===== src/rtl/game_ctrl.sv =====
// game_ctrl: match sequencer for the Pong datapath.
// It holds the ball at centre during serve and after a point, then releases it
// for play. It turns the ball block's score flags into per-player point
// counters and declares a winner at WIN_SCORE.
//
// Ports:
//   clk         system clock
//   reset       asynchronous, active-low reset
//   x, y        VGA pixel column/row; (x==0, y==481) is the once-per-frame tick
//   start       single-cycle start pulse
//   score1/2    point flags from the ball block (edge-detected here)
//   ball_hold   1 = ball forced to centre with zero motion
//   serve_dir   0 = serve toward pad1 side, 1 = toward pad2 side
//   score_p1/2  player points
//   state       current state encoding (debug/display)
//   game_over   match finished
//   winner      00 none, 01 player 1, 10 player 2
//
// Optional build macro GAME_PAUSE_EN adds input pause, output ball_freeze and
// state PAUSED(5), which toggles with PLAY.
module game_ctrl #(
  parameter int WIN_SCORE    = 7,
  parameter int SERVE_FRAMES = 120,
  parameter int POINT_FRAMES = 60
) (
  input  logic       clk,
  input  logic       reset,
  input  logic [9:0] x,
  input  logic [9:0] y,
  input  logic       start,
  input  logic       score1,
  input  logic       score2,
`ifdef GAME_PAUSE_EN
  input  logic       pause,
  output logic       ball_freeze,
`endif
  output logic       ball_hold,
  output logic       serve_dir,
  output logic [3:0] score_p1,
  output logic [3:0] score_p2,
  output logic [2:0] state,
  output logic       game_over,
  output logic [1:0] winner
);

  typedef enum logic [2:0] {
    IDLE  = 3'd0,
    SERVE = 3'd1,
    PLAY  = 3'd2,
    POINT = 3'd3,
    OVER  = 3'd4
`ifdef GAME_PAUSE_EN
    , PAUSED = 3'd5
`endif
  } state_t;

  localparam logic [3:0] WIN        = 4'(WIN_SCORE);
  localparam logic [7:0] SERVE_LAST = 8'(SERVE_FRAMES - 1);
  localparam logic [7:0] POINT_LAST = 8'(POINT_FRAMES - 1);

  state_t     cur, nxt;
  logic [7:0] cnt, cnt_n;
  logic [3:0] p1_n, p2_n;
  logic [1:0] win_n;
  logic       dir_n, hold_n, over_n;
  // Two-stage sampling: the first stage registers the flag, the second keeps
  // the previous sample, so a point acts one cycle after the flag is seen.
  logic       s1_q, s1_qq, s2_q, s2_qq;
  logic       tick, edge1, edge2;
`ifdef GAME_PAUSE_EN
  logic       freeze_n;
`endif

  assign tick  = (y == 10'd481) && (x == 10'd0);
  assign edge1 = s1_q & ~s1_qq;
  assign edge2 = s2_q & ~s2_qq;
  assign state = cur;

  always_ff @(posedge clk or negedge reset) begin
    if (!reset) begin
      cur       <= IDLE;
      cnt       <= '0;
      score_p1  <= '0;
      score_p2  <= '0;
      winner    <= '0;
      serve_dir <= 1'b0;
      ball_hold <= 1'b1;
      game_over <= 1'b0;
      s1_q      <= 1'b0;
      s1_qq     <= 1'b0;
      s2_q      <= 1'b0;
      s2_qq     <= 1'b0;
`ifdef GAME_PAUSE_EN
      ball_freeze <= 1'b0;
`endif
    end else begin
      cur       <= nxt;
      cnt       <= cnt_n;
      score_p1  <= p1_n;
      score_p2  <= p2_n;
      winner    <= win_n;
      serve_dir <= dir_n;
      ball_hold <= hold_n;
      game_over <= over_n;
      s1_q      <= score1;
      s1_qq     <= s1_q;
      s2_q      <= score2;
      s2_qq     <= s2_q;
`ifdef GAME_PAUSE_EN
      ball_freeze <= freeze_n;
`endif
    end
  end

  always_comb begin
    nxt   = cur;
    cnt_n = cnt;
    p1_n  = score_p1;
    p2_n  = score_p2;
    win_n = winner;
    dir_n = serve_dir;
    case (cur)
      IDLE: begin
        if (start) begin
          p1_n  = '0;
          p2_n  = '0;
          win_n = '0;
          cnt_n = '0;
          nxt   = SERVE;
        end
      end
      SERVE: begin
        if (tick) begin
          if (cnt == SERVE_LAST) begin
            cnt_n = '0;
            nxt   = PLAY;
          end else begin
            cnt_n = cnt + 8'd1;
          end
        end
      end
      PLAY: begin
        // Player 1 has priority; a simultaneous player 2 edge is dropped.
        if (edge1) begin
          p1_n = score_p1 + 4'd1;
          if (p1_n == WIN) begin
            nxt   = OVER;
            win_n = 2'b01;
          end else begin
            nxt   = POINT;
            dir_n = 1'b1;
          end
        end else if (edge2) begin
          p2_n = score_p2 + 4'd1;
          if (p2_n == WIN) begin
            nxt   = OVER;
            win_n = 2'b10;
          end else begin
            nxt   = POINT;
            dir_n = 1'b0;
          end
        end
`ifdef GAME_PAUSE_EN
        else if (pause) begin
          nxt = PAUSED;
        end
`endif
      end
      POINT: begin
        if (tick) begin
          if (cnt == POINT_LAST) begin
            cnt_n = '0;
            nxt   = SERVE;
          end else begin
            cnt_n = cnt + 8'd1;
          end
        end
      end
      OVER: begin
        if (start) begin
          p1_n  = '0;
          p2_n  = '0;
          win_n = '0;
          dir_n = 1'b0;
          cnt_n = '0;
          nxt   = SERVE;
        end
      end
`ifdef GAME_PAUSE_EN
      PAUSED: begin
        if (pause) nxt = PLAY;
      end
`endif
      default: nxt = IDLE;
    endcase

    // Moore outputs are registered from the next state so they line up with it.
`ifdef GAME_PAUSE_EN
    hold_n   = !((nxt == PLAY) || (nxt == PAUSED));
    freeze_n = (nxt == PAUSED);
`else
    hold_n   = (nxt != PLAY);
`endif
    over_n   = (nxt == OVER);
  end

endmodule


===== config.mk =====
export PLATFORM = sky130hd
export DESIGN_NAME = game_ctrl
export DESIGN_NICKNAME = d
export VERILOG_FILES = /design/src/rtl/game_ctrl.sv
export SDC_FILE = /design/constraint.sdc
export NUM_CORES = 1
export LEC_CHECK = 0
export BUFFER_PORTS_ARGS = -buffer_cell sky130_fd_sc_hd__buf_2
export CAP_MARGIN = 20
export CORE_ASPECT_RATIO = 1.4
export CORE_UTILIZATION = 51
export CTS_CLUSTER_DIAMETER = 40
export DETAILED_ROUTE_END_ITERATION = 10
export PLACE_DENSITY = 0.77
export SLEW_MARGIN = 10
export SYNTH_ARGS = -nofsm -noshare
export SYNTH_HDL_FRONTEND = slang
export SYNTH_SLANG_ARGS = --single-unit

===== constraint.sdc =====
create_clock -name clk -period 2.5 [get_ports clk]
set_clock_uncertainty 0.2 [all_clocks]
set_input_delay 0.125 -clock clk [delete_from_list [all_inputs] [get_ports clk]]
set_output_delay 0.125 -clock clk [all_outputs]
set_load 0.1 [all_outputs]

# ---- After elaboration in Yosys (flattened, before gate mapping)
# Cells that the tools add are included.
dict set report word_totals {
  ff_bits 28
  out_inout_bits 16
  wordCells 88
  inputBits 25
}
dict set report op_classes {
  mux 34
  n_eq_ne 23
  n_bitwise 4
  n_addsub 3
  n_reduce_logical 12
}
# op n
set op_table {}
lappend op_table {{8-bit two-way mux} 5}
lappend op_table {{3-bit two-way mux} 9}
lappend op_table {{8-bit case mux with 3 select lines} 1}
lappend op_table {{4-bit two-way mux} 4}
lappend op_table {{4-bit case mux with 2 select lines} 2}
lappend op_table {{3-bit != test, second input constant} 5}
lappend op_table {{2-bit != test, second input constant} 6}
lappend op_table {{3-bit case mux with 4 select lines} 1}
lappend op_table {{10-bit by 9-bit == test with 1-bit output, second input constant} 1}
lappend op_table {{10-bit logical NOT} 1}
lappend op_table {{2-bit two-way mux} 5}
lappend op_table {{5-bit AND reduction} 2}
lappend op_table {{4-bit by 1-bit adder with 4-bit output, second input constant} 2}
lappend op_table {{8-bit by 1-bit adder with 8-bit output, second input constant} 1}
lappend op_table {{4-bit by 3-bit == test with 1-bit output, second input constant} 2}
lappend op_table {{8-bit by 6-bit == test with 1-bit output, second input constant} 1}
lappend op_table {{8-bit by 7-bit == test with 1-bit output, second input constant} 1}
lappend op_table {{4-bit AND reduction} 2}
lappend op_table {{3-bit by 2-bit == test with 1-bit output, second input constant} 2}
lappend op_table {{3-bit == test, second input constant} 2}
lappend op_table {{1-bit two-way mux} 5}
lappend op_table {{2-bit case mux with 2 select lines} 1}
lappend op_table {{2-bit nonzero test} 2}
lappend op_table {{3-bit by 1-bit == test with 1-bit output, second input constant} 1}
lappend op_table {{10 further kinds} 12}

# ---- Depth between registers and ports, before layout
dict set report depth {
  depth_word 7
  mapped_depth 7
  ltp_nobuf 6
}

# ---- Least setup slack after synthesis
# OpenSTA, ideal clock, no wires.
dict set report synth_timing {
  kind {register to register}
  from {reg cur[0], in the netlist state[0]}
  to {reg cnt[4]}
  arrival_time_ns 2.214
  slack_ns -0.035
  required_ns 2.179
  path_stages_with_launch 7
  setup_ns 0.121
  path_buffers 2
  cell_sequence {dfrtp_1 > buf_2 > inv_1 > o41a_1 > buf_6 > a21o_1 > a22o_1}
}
dict set report synth_between {
  elab_chain_cells 4
  elab_cells_between_ends 11
  classes_between {eq/ne (6); mux (1); reduce/logical (4)}
}
# element line_no
set synth_rtl {}
lappend synth_rtl {{start, declared} 61} ;# state_t cur, nxt;
lappend synth_rtl {{start signal, assigned} 97} ;# cur <= nxt;
lappend synth_rtl {{3-bit == test or 3-bit logical NOT (tied branches)} 122} ;# case (cur)
lappend synth_rtl {{2-bit OR reduction (no line)} -}
lappend synth_rtl {{2-bit by 1-bit != test with 1-bit output (no line) or 3-bit nonzero test (tied branches)} -}
lappend synth_rtl {{4-bit AND reduction (no line)} -}
lappend synth_rtl {{end signal, assigned} 98} ;# cnt <= cnt_n;
lappend synth_rtl {{end, declared} 62} ;# logic [7:0] cnt, cnt_n;
# Several ways; a longest one is shown, not always the timed one.
# A chain may end at the register's enable or synchronous reset.

# ---- Worst setup path after layout
dict set report layout_timing {
  from {reg cnt[0]}
  to {reg ball_hold}
}
dict set report layout_between {
  elab_chain_cells 5
  elab_cells_between_ends 8
  classes_between {eq/ne (3); mux (5)}
}
# element line_no
set layout_rtl {}
lappend layout_rtl {{8-bit by 6-bit == test with 1-bit output or 8-bit by 7-bit == test with 1-bit output (tied branches)} {171, 134}}
lappend layout_rtl {{3-bit two-way mux, on equally long branches} {171, 134}}
lappend layout_rtl {{3-bit two-way mux, on equally long branches} {170, 133}}
lappend layout_rtl {{3-bit case mux with 4 select lines *} 122}
lappend layout_rtl {{3-bit by 2-bit != test with 1-bit output *} 202} ;# hold_n = (nxt != PLAY);
lappend layout_rtl {{net hold_n} 65} ;# logic dir_n, hold_n, over_n;
lappend layout_rtl {{end signal, assigned} 103} ;# ball_hold <= hold_n;
lappend layout_rtl {{end, declared} 37} ;# output logic ball_hold,
# The timed path passes the listed nets; every way through them passes the cells marked *.

==> summary.txt <==
Run status
  – Status: finished clean

Cells and area
  – Layout cell share with drive strength beyond 1: 26.0%
  – Fin area: 1980 um^2
  – Inserted Diodes: 0
  – Fillcell total: ~250
  – Reg area: 703 um^2
  – Area grow syn2layout: 21.7%
  – Nets@finish: 246
  – Multi-input gate area: 878 um^2

Clocking
  – Clock latency on the worst-skew pair: between 200 and 300 ps
  – CTS root buf: clkbuf_8
  – Clock slew at reported path FFs: 90 ps
  – Max clock buf depth: 2
  – Setup Buffers After CTS: 0
  – Num Clock Sinks: 28
  – H-tree levels: 1
  – CTS buffer count: 3
  – CTS tree: done

Floorplanning
  – Initial core utilization: 55.5%
  – Total die area: 3420 um^2
  – Core area: approximately 2900 um^2
  – # rows: 23
  – I/O pins: 41
  – Die width: 49.7 um
  – Die height: between 60 and 70 um

Timing
  – Worst Setup Slack, final: 258 ps
  – Least-Margin Pin Slew: 609 ps
  – # setup viols final: 0
  – Final period util: around nine tenths
  – RSZ-0062 raised after global routing: false
  – Setup TNS: 0 ps
  – Fin. max-slew vios: 0
  – Fmax: ~450 MHz
  – Worst rel slew slack: 59.4%
  – Minimum clock period: 2240 ps
  – Final hold vios: 0

GRT
  – Peak-usage layer in the global routing report: met2
  – Largest net degree at the start of global routing: 29
  – Initial antenna violation count: 0
  – Met1 Use GR: 26.7%
  – Vias in the first global route: 1483
  – GR met3 Demand/Resource: 2.19%
  – Total track usage: 24.8%
  – Grt ovf: 0
  – First-pass GRT wire length: ~6.5 mm
  – Met2 Usage GRT: 48.3%

Placement
  – Hpwl dp: 2.96 mm
  – Setup WS pre-CTS: 353 ps
  – Routability cong.: 0.881
  – # port buffers: 40
  – Placed inst area: 1870 um^2

Yosys
  – Top_reg_cell synth: dfrtp_1
  – Top cells by count, synth: dfrtp_1, o21ai_0, nand3_1
  – Leading area contributor after synthesis: dfrtp_1
  – FFs w/ async S/R, synth: 100%
  – Yosys reg bits: 28
  – Yosys warns: 0
  – Top cells by area, synth: dfrtp_1, o21ai_0, ha_1
  – Mapped Area: 1630 um^2
  – Sequential area share after synthesis: 43.1%
  – Mapped Avg Cell Area: between 9 and 10 um^2
  – Most numerous cell in the Yosys netlist: dfrtp_1
  – EDFF count, synth: 0
  – Mapped Nets: 198
  – Post-synth cell types: 54
  – Mapped Cells: between 150 and 200
  – Synth top area share: 41.5%

Drt
  – Post-route ant nets: 0
  – Drt wl/cell: approximately 16 um
  – DR vias: 1505
  – WL final: a little under 4 mm
  – Residual DRC: 0
  – Drt first pass iters: 4
  – Initial DRC Count: 26
  – Vias/cell: 5.97

Worst setup path
  – Worst setup EP type: flop
  – Launching element type of the critical path: flop
  – Signal arrival time at the worst endpoint: 2230 ps
  – CP max FO: 5
  – Reg2Reg Launch Point: cnt[0]
  – Req. time, crit path: 2490 ps
  – Kind of critical path: flop to flop
  – Worst setup path start: cnt[0]

Pwr
  – Peak supply drop: 0.394 mV
  – Leakage: approximately 0.0009 uW
  – PwrDens: about 600 nW/um^2

Worst hold path
  – Worst min path class: primary input to flop
  – Hold Crit Start: y[5]

Flow run
  – Count of max-cap constraint violations: 0
-- cell type report --
type	instances	share of cell area, %
clock buffers	3	2.08
clock inverters	1	1.52
inverters	7	1.33
multi-input cells	130	44.3
flip-flops and latches	28	35.5
well taps	37	2.34
repair buffers	46	12.9
-- cells in the final DEF (no fill, tap or decap), types with 3 or more instances in the layout --
master / count
and3_1: 3
nor2_1: 10
o21ai_1: 3
clkbuf_8: 3
ha_1: 5
dlygate4sd3_1: 4
nand2_1: 11
nand2b_1: 3
xor2_1: 3
and2_1: 3
nand3_1: 12
o21ai_0: 15
nand3b_1: 3
a21oi_1: 5
dfrtp_1: 26
mux2i_1: 3
nor2b_1: 4
o31ai_1: 5
inv_1: 7
buf_2: 40
-- stage by stage --
stage               power [uW]  utilization (%)  hold WS [ps]  instances
floorplan                  761                -          -371        168
global placement           826             63.7         -39.2        244
detailed placement         844             63.7         -23.2        244
CTS                       1200             67.5           140        252
global route              1250             67.5           203        252
finish                    1200             67.5           165        252
-- flip-flops by register name, summed over array words and instances, names as in the netlist --
register   flops
ball_hold      1
cnt            8
game_over      1
s1_q           1
s1_qq          1
s2_q           1
s2_qq          1
score_p1       4
score_p2       4
serve_dir      1
state          3
winner         2
-- worst max-delay path, stage by stage, from the launching register on --
cell and delay, ps:
dfrtp_1 400, ha_1 260, nand4b_1 160, or3_1 400, o41ai_1 390, o211a_1 230, o221ai_1 120
-- kinds of logic after synthesis --
group           Yosys count  synth area share [%]
simple gates             69                  25.7
xor+xnor                  3                  1.61
buf+inv                  10                  2.92
compound gates           50                  21.0
flops                    28                  43.1
fa+ha+maj                 5                  3.84
mux                       3                  1.84
-- power by group --
| group | internal [uW] | switching [uW] | leakage (uW) |
|---|---|---|---|
| registers | 498 | 53.7 | 0.000350 |
| clock network | 215 | 147 | 0.0000357 |
| logic | 97.1 | 191 | 0.000520 |
| total | 810 | 392 | 0.000906 |
-- repair_timing --
action / CTS / global route
resized for setup: 0 / 0
hold buffers: 4 / 0
endpoints found under the setup margin: 0 / 0
hold endpoints to repair: 32 / 0
-- final timing paths --
| check | endpoint | slack (ps) | cells past startpoint |
|---|---|---|---|
| max | ball_hold | 260 | 6 |
| min | state[0] | 160 | 5 |
| max reg2reg | ball_hold | 260 | 6 |
| min reg2reg | s2_qq | 190 | 0 |
| max in group asynchronous | state[0] | 1490 | 2 |
| min in group asynchronous | score_p2[3] | 180 | 2 |
-- metal layers --
metal,share of wire [%],vias to the layer above
met4,1.9,0
met1,40,746
met5,0,-
met3,1.7,8
li1,-,723
met2,56,28
Note: power is estimated with default switching activity, not from simulation.
